===== src/rtl/result_serializer.sv =====
// Serializes 16-bit result words through a one-deep holding register and a bit-indexed shifter.
// Optional parity bit per frame is compiled in with `define RESULT_SERIALIZER_PARITY_EN.
module result_serializer #(
  parameter bit          LSB_FIRST = 1'b1,
  parameter int unsigned GAP       = 0
) (
  input  logic clk,
  input  logic rst_n,
  input  logic dst0,
  input  logic dst1,
  input  logic dst2,
  input  logic dst3,
  input  logic dst4,
  input  logic dst5,
  input  logic dst6,
  input  logic dst7,
  input  logic dst8,
  input  logic dst9,
  input  logic dst10,
  input  logic dst11,
  input  logic dst12,
  input  logic dst13,
  input  logic dst14,
  input  logic dst15,
  input  logic cap_valid,
  output logic cap_ready,
  output logic sout,
  output logic sout_valid,
  output logic sout_last,
  output logic busy
);

  localparam logic [1:0] ST_IDLE   = 2'd0;
  localparam logic [1:0] ST_SHIFT  = 2'd1;
`ifdef RESULT_SERIALIZER_PARITY_EN
  localparam logic [1:0] ST_PARITY = 2'd2;
`endif
  localparam logic [1:0] ST_GAP    = 2'd3;

  localparam logic [3:0] GAP_LAST = (GAP > 0) ? 4'(GAP - 1) : 4'd0;

  logic [15:0] word;
  logic [1:0]  state,     state_d;
  logic [15:0] hold,      hold_d;
  logic        hold_full, hold_full_d;
  logic [15:0] shifter,   shifter_d;
  logic [3:0]  cnt,       cnt_d;
  logic [3:0]  gap_cnt,   gap_cnt_d;
  logic        alive;
  logic        capture;
  logic        load;
  logic        frame_end;
  logic        data_bit;

  assign word = {dst15, dst14, dst13, dst12, dst11, dst10, dst9, dst8,
                 dst7,  dst6,  dst5,  dst4,  dst3,  dst2,  dst1, dst0};

  // alive keeps cap_ready low while in reset without a path from rst_n to the output.
  assign cap_ready = alive & ~hold_full;
  assign capture   = cap_valid & cap_ready;

  always_comb begin
    // NOTE: every variable gets a default first so no path can leave it unassigned (no latches).
    state_d     = state;
    hold_d      = hold;
    hold_full_d = hold_full;
    shifter_d   = shifter;
    cnt_d       = cnt;
    gap_cnt_d   = gap_cnt;
    load        = 1'b0;
    frame_end   = 1'b0;

    case (state)
      ST_IDLE: begin
        if (hold_full) load = 1'b1;
      end
      ST_SHIFT: begin
        if (cnt == 4'd15) begin
`ifdef RESULT_SERIALIZER_PARITY_EN
          state_d = ST_PARITY;
`else
          frame_end = 1'b1;
`endif
        end else begin
          cnt_d = cnt + 4'd1;
        end
      end
`ifdef RESULT_SERIALIZER_PARITY_EN
      ST_PARITY: begin
        frame_end = 1'b1;
      end
`endif
      ST_GAP: begin
        if (gap_cnt == GAP_LAST) begin
          if (hold_full) load = 1'b1;
          else           state_d = ST_IDLE;
        end else begin
          gap_cnt_d = gap_cnt + 4'd1;
        end
      end
      default: state_d = ST_IDLE;
    endcase

    // Successor of the last frame bit: optional gap, else straight reload or idle.
    if (frame_end) begin
      if (GAP > 0) begin
        state_d   = ST_GAP;
        gap_cnt_d = 4'd0;
      end else if (hold_full) begin
        load = 1'b1;
      end else begin
        state_d = ST_IDLE;
      end
    end

    if (load) begin
      shifter_d   = hold;
      hold_full_d = 1'b0;
      cnt_d       = 4'd0;
      state_d     = ST_SHIFT;
    end

    // Capture needs hold_full=0 and load needs hold_full=1, so they never collide.
    if (capture) begin
      hold_d      = word;
      hold_full_d = 1'b1;
    end
  end

  always_ff @(posedge clk or negedge rst_n) begin
    if (!rst_n) begin
      state     <= ST_IDLE;
      hold_full <= 1'b0;
      cnt       <= 4'd0;
      gap_cnt   <= 4'd0;
      alive     <= 1'b0;
      // NOTE: the data registers are cleared too, so reset leaves no stale word visible anywhere.
      hold      <= 16'd0;
      shifter   <= 16'd0;
    end else begin
      // NOTE: non-blocking assignments so every flop samples pre-edge values.
      state     <= state_d;
      hold_full <= hold_full_d;
      cnt       <= cnt_d;
      gap_cnt   <= gap_cnt_d;
      alive     <= 1'b1;
      hold      <= hold_d;
      shifter   <= shifter_d;
    end
  end

  assign data_bit = LSB_FIRST ? shifter[cnt] : shifter[4'd15 - cnt];

  always_comb begin
    sout       = 1'b0;
    sout_valid = 1'b0;
    sout_last  = 1'b0;
    if (state == ST_SHIFT) begin
      sout_valid = 1'b1;
      sout       = data_bit;
`ifndef RESULT_SERIALIZER_PARITY_EN
      sout_last  = (cnt == 4'd15);
`endif
    end
`ifdef RESULT_SERIALIZER_PARITY_EN
    if (state == ST_PARITY) begin
      sout_valid = 1'b1;
      sout       = ^shifter;
      sout_last  = 1'b1;
    end
`endif
  end

  assign busy = (state != ST_IDLE) | hold_full;

endmodule


===== config.mk =====
export PLATFORM = sky130hd
export DESIGN_NAME = result_serializer
export DESIGN_NICKNAME = d
export VERILOG_FILES = /design/src/rtl/result_serializer.sv
export SDC_FILE = /design/constraint.sdc
export NUM_CORES = 1
export LEC_CHECK = 0
export ABC_AREA = 1
export BUFFER_PORTS_ARGS = -buffer_cell sky130_fd_sc_hd__clkbuf_2
export CORE_ASPECT_RATIO = 1.2
export CORE_UTILIZATION = 43
export CTS_CLUSTER_SIZE = 28
export DETAILED_ROUTE_END_ITERATION = 8
export MAX_ROUTING_LAYER = met4
export PLACE_DENSITY = 0.63
export SYNTH_ARGS = -nofsm -noshare
export SYNTH_HDL_FRONTEND = slang
export SYNTH_SLANG_ARGS = --single-unit

===== constraint.sdc =====
create_clock -name clk -period 1.86 [get_ports clk]
set_input_delay 0.372 -clock clk [delete_from_list [all_inputs] [get_ports clk]]
set_output_delay 0.372 -clock clk [all_outputs]
set_load 0.02 [all_outputs]

==> results of run 1 <==
-- per-stage QoR --
stage | worst slack (ns) | TNS (ns)
after global placement | 0.1563 | 0
after global routing | -0.1427 | -0.2790
after floorplan | 0.1845 | 0
final | -0.05170 | -0.08477
after CTS | -0.07495 | -0.07502
after detailed placement | 0.1645 | 0
-- flip-flops by register name, indices dropped and copies added (netlist names) --
| name | cells |
|---|---|
| shifter | 16 |
| gap_cnt | 4 |
| hold | 16 |
| state | 2 |
| alive | 1 |
| hold_full | 1 |
| cnt | 4 |
-- kinds of logic after synthesis --
group | count (synthesis) | share of synthesized area, %
multiplexers | 16 | 8.738
other | 1 | 0.1819
AO/OA/AOI/OAI | 17 | 4.247
XOR/XNOR | 5 | 2.124
adder cells (fa/ha/maj) | 8 | 4.855
flip-flops | 44 | 53.40
buffers and inverters | 29 | 6.795
AND/OR/NAND/NOR | 97 | 19.66
-- routing by layer --
| metal | vias to the layer above | global-route usage, % | part of all wire (%) |
|---|---|---|---|
| li1 | 737 | - | - |
| met1 | 667 | 20.47 | 46 |
| met2 | 17 | 28.66 | 50 |
| met3 | 6 | 3.676 | 2.7 |
| met4 | 0 | 7.174 | 1.9 |
| met5 | - | - | 0 |
-- how the worst max path moves through the flow --
stage,slack (ns),cells past startpoint,endpoint
2_1_floorplan,0.18,9,cnt[0]$_DFFE_PN0P_
3_3_place_gp,0.16,9,sout
5_1_grt,-0.14,9,sout
4_1_cts,-0.07,9,sout
6_report,-0.05,5,sout_last
3_5_place_dp,0.16,9,sout
-- worst max-delay path, stage by stage, from the launching register on --
cell and delay (ns):
dfrtp_2 0.42, buf_2 0.19, ha_1 0.20, nand3_2 0.12
nor2_4 0.13, clkbuf_4 0.18
-- timing repair --
item / CTS / global route
setup endpoints to repair: 2 / 2
cloned: 0 / 1
resized for setup: 6 / 7
setup buffers: 0 / 0
pin swaps: 1 / 6
-- cells in the final DEF, fill, tap and decap left out, types with 2 or more instances in the layout --
cell type  count
a21oi_1        5
buf_4          3
clkbuf_2      21
clkbuf_8       5
dfrtp_1       42
dfrtp_2        2
ha_1           8
inv_1         20
inv_2          2
mux2_2        16
nand2_1       63
nand2_2        5
nand3_1       10
nand3_2        3
nor2_1        12
nor3_1         2
o21ai_0       11
xor2_1         4
-- final cells by class --
| class | instances | area, µm² | area share [%] |
|---|---|---|---|
| clock buffer | 5 | 68.82 | 2.924 |
| clock inverter | 2 | 12.51 | 0.5316 |
| inverter | 23 | 88.84 | 3.775 |
| multi-input combinational | 144 | 835.8 | 35.51 |
| sequential | 44 | 1104 | 46.89 |
| tap | 58 | 72.57 | 3.083 |
| timing repair buffer | 28 | 171.4 | 7.283 |
-- power by group through the flow --
| stage | combinational, µW | clock (µW) | sequential [µW] |
|---|---|---|---|
| after detailed placement | 1230 | 0 | 1620 |
| after global routing | 1500 | 626 | 1680 |
| final | 1280 | 570 | 1620 |
| after CTS | 1260 | 593 | 1610 |
| after floorplan | 1000 | 0 | 1540 |
| after global placement | 1220 | 0 | 1620 |
==> results.json, run 1 <==
{
  "status": "complete, but fails checks",
  "violations": "negative setup slack",
  "antenna_found_initial": 0,
  "overflow": 0,
  "clkPwrFrac_pct": 16.4,
  "clock-sinks": 44,
  "dp_cells": 296,
  "die_y_um": 77.86,
  "p_leak_uw": 0.001194,
  "nFillCells": 466,
  "avgSynthCellArea_um2": 9.502,
  "cts_htree_levels": 2,
  "die-area_um2": 5077,
  "rsz0062_at_grt": "true",
  "post_synth_num_cell_types": 25,
  "yosysTopAreaCell": "dfrtp_1",
  "synth.net_count": 244,
  "synth-async-reset-ratio_pct": 100.0,
  "cap_violations": 0,
  "placed_area_um2": 2238,
  "initial_utilization_pct": 44.88,
  "gp_congestion": 0.8905,
  "final_layout_size_suffix_gt1_share_pct": 26.42,
  "period_share_pct": 102.8,
  "switchingPower_uw": 1284,
  "core_um2": 4594,
  "worstPathRequired_ns": 1.49,
  "drtAntennaViolNets": 0,
  "grt_pass1_wl_um": 6568,
  "pwr-share-seq_pct": 46.7,
  "drc": 0,
  "cts_root_buf": "clkbuf_8",
  "grtUsageTotal_pct": 17.44,
  "synth_most_common_cell": "nand2_1",
  "arrival_ns": 1.54,
  "hpwlAfterDp_um": 2566,
  "yosys-top-cells-area": "dfrtp_1 (53%), nand2_1 (12%), mux2_2 (8.7%)",
  "combPwrFrac_pct": 36.9,
  "wirelength_um": 3569,
  "vias": 1427,
  "hold_class": "input port to async pin",
  "ctsHoldBuffers": 0,
  "finalCriticalPeriod_ns": 1.912,
  "irDropWorstVdd_mv": 0.6546,
  "worstSetupPathType": "flip-flop to primary output",
  "clock_skew_ns": 0.006370,
  "fin_hold_ws_ns": 0.03379,
  "max_slew.worst_pin.slew_ns": 0.5191,
  "ys_seq_area_share_pct": 53.40,
  "io_buffers": 23,
  "layout_setup_ws_ns": -0.05170,
  "final-hold-violation-count": 0,
  "synthCells": 217,
  "critPathLaunch": "cnt[0]$_DFFE_PN0P_",
  "setup_viol": 2,
  "cts_tree": "yes",
  "ios": 24,
  "reg2reg_depth": 8,
  "firstDrtPassIters": 4,
  "p_sw_share_pct": 36.97,
  "maxSlewViolCount": 0,
  "yosys-top-cells-count": "nand2_1 (65), dfrtp_1 (44), inv_1 (21)",
  "diodes": 0,
  "p_int_uw": 2190,
  "wl_per_cell_um": 11.74,
  "syn_to_final_growth_pct": 14.14,
  "synth-edff-count": 0,
  "grt_start_max_net_pins": 26,
  "cts_max_path_buffers": 2,
  "yosysTopAreaCellShare_pct": 53.40,
  "end_kind": "primary output",
  "yosysWarnings": 0,
  "instances_no_fill": 304,
  "fin_nets": 273,
  "syn_area_um2": 2062,
  "grt_pass1_vias": 1504,
  "power.density_nw_per_um2": 1476,
  "final_area_um2": 2354,
  "finish.utilization_pct": 51.23,
  "ys_ff_latch": 44,
  "die_w_um": 65.22,
  "cp_max_fo": 5,
  "ys.flop_type": "dfrtp_1",
  "drtIter0Drc": 43,
  "insertion_delay_ns": 0.30,
  "path_clk_slew_ns": 0.08,
  "std_cell_rows": 27,
  "viasPerCell": 4.694,
  "worstReg2RegEnd": "hold_full$_DFFE_PN0P_",
  "maxSlewHeadroom_pct": 65.39,
  "rrSetupSlack_ns": 0.22,
  "rr_startpoint": "cnt[0]$_DFFE_PN0P_",
  "start_kind": "flip-flop",
  "power_uw": 3475,
  "fmax_mhz": 523.1,
  "numCtsBuffers": 5
}
Power figures use the tool's default switching activity.
==> run 2, diff against run 1 <==
- CELL_PAD_IN_SITES_DETAIL_PLACEMENT: not set -> 2
- CELL_PAD_IN_SITES_GLOBAL_PLACEMENT: not set -> 2
- CORE_UTILIZATION: 43 -> 36
- PLACE_DENSITY: 0.63 -> 0.79
==> results.json, run 2 (synthesized netlist as in run 1, its figures left out) <==
{
  "status": "complete, but fails checks",
  "violations": "negative setup slack",
  "cap_violations": 0,
  "ctsHoldBuffers": 0,
  "top_regs": "hold (16), shifter (16)",
  "irDropWorstVdd_mv": 0.6254,
  "cts_htree_levels": 2,
  "io_buffers": 23,
  "hpwlAfterDp_um": 3349,
  "numCtsBuffers": 5,
  "start_kind": "flip-flop",
  "power_uw": 3753,
  "ios": 24,
  "syn_to_final_growth_pct": 17.90,
  "diodes": 0,
  "die-area_um2": 6035,
  "cp_max_fo": 5,
  "final_area_um2": 2431,
  "mostFrequentLayoutCells": "nand2_1 (60), dfrtp_1 (42), clkbuf_2 (21)",
  "clock-sinks": 44,
  "dp_cells": 300,
  "initial_utilization_pct": 38.14,
  "fmax_mhz": 492.4,
  "rrSetupSlack_ns": 0.06,
  "firstDrtPassIters": 4,
  "grt_pass1_wl_um": 8397,
  "arrival_ns": 1.66,
  "drc": 0,
  "power.density_nw_per_um2": 1544,
  "final_layout_size_suffix_gt1_share_pct": 30.00,
  "finalCriticalPeriod_ns": 2.031,
  "fin_nets": 277,
  "clock_skew_ns": 0.003995,
  "p_leak_uw": 0.001219,
  "viasPerCell": 5.000,
  "worstSetupPathType": "flip-flop to primary output",
  "maxSlewHeadroom_pct": 61.43,
  "layout_setup_ws_ns": -0.1707,
  "grtUsageTotal_pct": 18.74,
  "placed_area_um2": 2231,
  "instances_no_fill": 312,
  "final-hold-violation-count": 0,
  "maxSlewViolCount": 0,
  "path_clk_slew_ns": 0.08,
  "end_kind": "primary output",
  "grt_start_max_net_pins": 45,
  "cts_max_path_buffers": 2,
  "drtAntennaViolNets": 0,
  "cts_root_buf": "clkbuf_8",
  "core_um2": 5406,
  "pre_cts_ws_ns": 0.1153,
  "grt_pass1_vias": 1752,
  "die_y_um": 84.91,
  "std_cell_rows": 29,
  "rsz0062_at_grt": "true",
  "wl_per_cell_um": 15.94,
  "gp_congestion": 0.7283,
  "overflow": 0,
  "antenna_found_initial": 0,
  "hold_class": "input port to async pin",
  "wirelength_um": 4973,
  "worstPathRequired_ns": 1.49,
  "setup_viol": 2,
  "max_slew.worst_pin.slew_ns": 0.5786,
  "cts_tree": "yes",
  "period_share_pct": 109.2,
  "insertion_delay_ns": 0.30,
  "finish.utilization_pct": 44.97,
  "vias": 1560,
  "die_w_um": 71.09,
  "layout_commonest_cell": "nand2_1",
  "drtIter0Drc": 45
}
[run 2: cell count changes in the layout (fill, tap and decap cells not counted), sizes merged]
cell and delta:
buf +4, clkinv +1, inv -1
[run 2: stage by stage]
| step | setup TNS (ns) | hold WS (ns) |
|---|---|---|
| final | -0.2086 | 0.1391 |
| after global routing | -0.4697 | 0.1963 |
| after CTS | -0.1142 | 0.1675 |
| after detailed placement | 0 | 0.4611 |
| after global placement | 0 | 0.4546 |
| after floorplan | 0 | 0.07641 |
[run 2: cell type report]
class,instances,area [µm²]
multi-input combinational,144,868.3
tap,62,77.57
clock inverter,2,12.51
clock buffer,5,68.82
sequential,44,1104
inverter,23,91.34
timing repair buffer,32,209.0
fill,603,2975
[run 2: timing repair]
item	in CTS	in global routing
endpoints found under the setup margin	2	2
setup buffers	1	3
hold endpoints to repair	0	0
cloned	1	0
gates resized for setup	16	10
pin swaps	7	4
[run 2: worst paths after layout]
path	start	to	cells after the start
worst max-delay path	cnt[0]$_DFFE_PN0P_	sout	7
worst min-delay path	rst_n	gap_cnt[3]$_DFFE_PN0P_	2
worst max register to register	cnt[0]$_DFFE_PN0P_	shifter[3]$_DFFE_PN0P_	10
worst min register to register	shifter[15]$_DFFE_PN0P_	shifter[15]$_DFFE_PN0P_	2
max in group asynchronous	rst_n	cnt[2]$_DFFE_PN0P_	2
min in group clk	dst9	hold[9]$_DFFE_PN0P_	2
[run 2: worst max-delay path, cell delays in order, from the launching register on]
cell,delay (ns)
dfrtp_2,0.47
buf_6,0.16
nand2_1,0.06
o211ai_1,0.12
a21oi_1,0.20
nor2_1,0.06
nor2_1,0.13
buf_4,0.16
[run 2: metal layers]
| metal | vias to the layer above | track usage, % | share of wire (%) |
|---|---|---|---|
| li1 | 742 | - | - |
| met1 | 783 | 22.28 | 43 |
| met2 | 26 | 31.29 | 53 |
| met3 | 9 | 3.207 | 2.5 |
| met4 | 0 | 8.000 | 2.2 |
| met5 | - | - | 0 |
[run 2: where the power goes]
part	internal [µW]	switching [µW]	total, µW
clock network	255	329	584
registers	1370	287	1660
logic	649	865	1510
==> run 3, diff against run 2 <==
- ABC_AREA: 1 -> 0
- CORE_UTILIZATION: 36 -> 41
- PLACE_DENSITY: 0.79 -> 0.8
==> results.json, run 3 <==
{
  "critical_path.n_buffers_inverters": 2,
  "overflow": 0,
  "syn_area_um2": 2112,
  "ys_ff_latch": 44,
  "grt_pass1_vias": 1573,
  "critPathSlowestCell": "mux4_2",
  "synth-edff-count": 0,
  "power.density_nw_per_um2": 1524,
  "syn_to_final_growth_pct": 23.76,
  "setup_tns_ns": -0.6601,
  "arrival_ns": 1.82,
  "critPathLaunch": "cnt[0]$_DFFE_PN0P_",
  "worst-path-stages": 5,
  "maxSlewViolCount": 0,
  "yosysTopAreaCell": "dfrtp_1",
  "cts_htree_levels": 2,
  "drc": 0,
  "fmax_mhz": 455.3,
  "yosysWarnings": 0,
  "post_synth_num_cell_types": 36,
  "die_y_um": 80.62,
  "wirelength_um": 5318,
  "cap_violations": 0,
  "hold_class": "input port to async pin",
  "synth-async-reset-ratio_pct": 100.0,
  "cp_max_fo": 7,
  "vias": 1319,
  "cts_tree": "yes",
  "final-hold-violation-count": 0,
  "dp_cells": 234,
  "ys.flop_type": "dfrtp_1",
  "ios": 24,
  "maxSlewHeadroom_pct": 61.65,
  "rr_startpoint": "cnt[0]$_DFFE_PN0P_",
  "viasPerCell": 5.213,
  "antenna_found_initial": 0,
  "finalCriticalPeriod_ns": 2.196,
  "std_cell_rows": 28,
  "rrSetupSlack_ns": -0.03,
  "firstDrtPassIters": 4,
  "layout_setup_ws_ns": -0.3361,
  "instances_no_fill": 253,
  "irDropWorstVdd_mv": 0.8198,
  "top_regs": "hold (16), shifter (16)",
  "synth_most_common_cell": "dfrtp_1",
  "final_layout_size_suffix_gt1_share_pct": 50.78,
  "slowest_delay_ns": 0.51,
  "cts_root_buf": "clkbuf_8",
  "mostFrequentLayoutCells": "dfrtp_1 (43), clkbuf_2 (22), mux2_2 (17)",
  "worstPathRequired_ns": 1.49,
  "drtIter0Drc": 26,
  "die_w_um": 67.52,
  "wl_per_cell_um": 21.02,
  "period_share_pct": 118.1,
  "cts_max_path_buffers": 2,
  "setup_viol": 17,
  "reg2reg_depth": 8,
  "worstSetupPathType": "flip-flop to primary output",
  "insertion_delay_ns": 0.30,
  "yosys-top-cells-count": "dfrtp_1 (44), mux2_2 (17), mux2_4 (16)",
  "avgSynthCellArea_um2": 14.47,
  "numCtsBuffers": 5,
  "die-area_um2": 5443,
  "start_kind": "flip-flop",
  "grtUsageTotal_pct": 23.46,
  "drtAntennaViolNets": 0,
  "crit_chain": "buf_12 > mux4_2 > mux2i_1 > o22ai_1 > clkbuf_4",
  "path_clk_slew_ns": 0.09,
  "grt_pass1_wl_um": 8528,
  "violations": "negative setup slack",
  "diodes": 0,
  "worstReg2RegEnd": "shifter[9]$_DFFE_PN0P_",
  "clock-sinks": 44,
  "rsz0062_at_grt": "true",
  "synth.net_count": 173,
  "max_slew.worst_pin.slew_ns": 0.5752,
  "fin_nets": 219,
  "synthCells": 146,
  "end_kind": "primary output",
  "status": "complete, but fails checks",
  "core_um2": 4940,
  "yosys-top-cells-area": "dfrtp_1 (52%), mux2_4 (11%), mux2_2 (9.1%)",
  "p_leak_uw": 0.001235,
  "power_uw": 3984,
  "grt_start_max_net_pins": 25,
  "nFillCells": 467,
  "io_buffers": 23,
  "endpoint": "sout",
  "layout_commonest_cell": "dfrtp_1",
  "ys_seq_area_share_pct": 52.13,
  "gp_congestion": 0.7555,
  "initial_utilization_pct": 42.76,
  "cpLargestDelayFamily": "multiplexers",
  "yosysTopAreaCellShare_pct": 52.13,
  "hpwlAfterDp_um": 3590,
  "clock_skew_ns": 0.01666
}
## run 3: cell count changes after synthesis, moves of 8 or more
cell     change
o21ai_0     -10
inv_1       -14
nor2_1       -8
mux2_4      +16
nand2_1     -58
nand3_1      -9
## run 3: worst min-delay path by stage
stage | cells past startpoint | slack [ns] | endpoint
finish | 1 | 0.04 | state[1]$_DFF_PN0_
global route | 1 | 0.06 | state[0]$_DFF_PN0_
CTS | 1 | 0.06 | state[1]$_DFF_PN0_
detailed placement | 1 | 0.39 | state[1]$_DFF_PN0_
global placement | 1 | 0.38 | state[0]$_DFF_PN0_
floorplan | 0 | 0.08 | alive$_DFF_PN0_
## run 3: layout make-up
class / instances / area [µm²] / area share, %
sequential: 44 / 1102 / 42.17
multi-input combinational: 90 / 958.4 / 36.67
timing repair buffer: 44 / 361.6 / 13.83
clock buffer: 8 / 90.09 / 3.447
tap: 60 / 75.07 / 2.872
inverter: 7 / 26.28 / 1.005
## run 3: what timing repair did
item                                    CTS  global route
endpoints found under the setup margin   22            20
pin swaps                                 0             0
setup buffers                             9             1
cloned                                    1             0
gates resized for setup                  10             0
hold buffers                              0             0
endpoints found under the hold margin     0             0
## run 3: cell families (layout without fill, tap and decap cells)
group | after synthesis | count (layout) | share of synthesized area [%]
compound gates | 11 | 11 | 3.792
xor+xnor | 4 | 4 | 1.659
fa+ha+maj | 8 | 8 | 4.740
buf+inv | 12 | 59 | 4.266
flops | 44 | 44 | 52.13
mux | 39 | 39 | 25.65
other cells | 1 | 1 | 0.1776
simple gates | 27 | 27 | 7.583
## run 3: stage by stage
| stage | cell area [µm²] | hold WS, ns | setup WS [ns] | util, % |
|---|---|---|---|---|
| 4_1_cts | 2606 | 0.05745 | -0.3391 | 52.76 |
| 3_5_place_dp | 2341 | 0.3936 | -0.1253 | 47.39 |
| 3_3_place_gp | 2341 | 0.3774 | 0.03238 | 47.39 |
| 6_report | 2614 | 0.04182 | -0.3361 | 52.91 |
| 2_1_floorplan | 2115 | 0.07641 | 0.04116 | - |
| 5_1_grt | 2614 | 0.06108 | -0.3817 | 52.91 |
## run 3: metal layers
layer / track usage, % / vias to the layer above / share of wire [%]
met5: - / - / 0
met4: 8.511 / 0 / 1.8
met3: 4.261 / 8 / 2.2
met2: 42.57 / 19 / 58
met1: 24.61 / 690 / 38
li1: - / 602 / -
## run 3: power breakdown
part	switching (µW)	internal (µW)
combinational	677	987
clock	325	304
sequential	322	1370
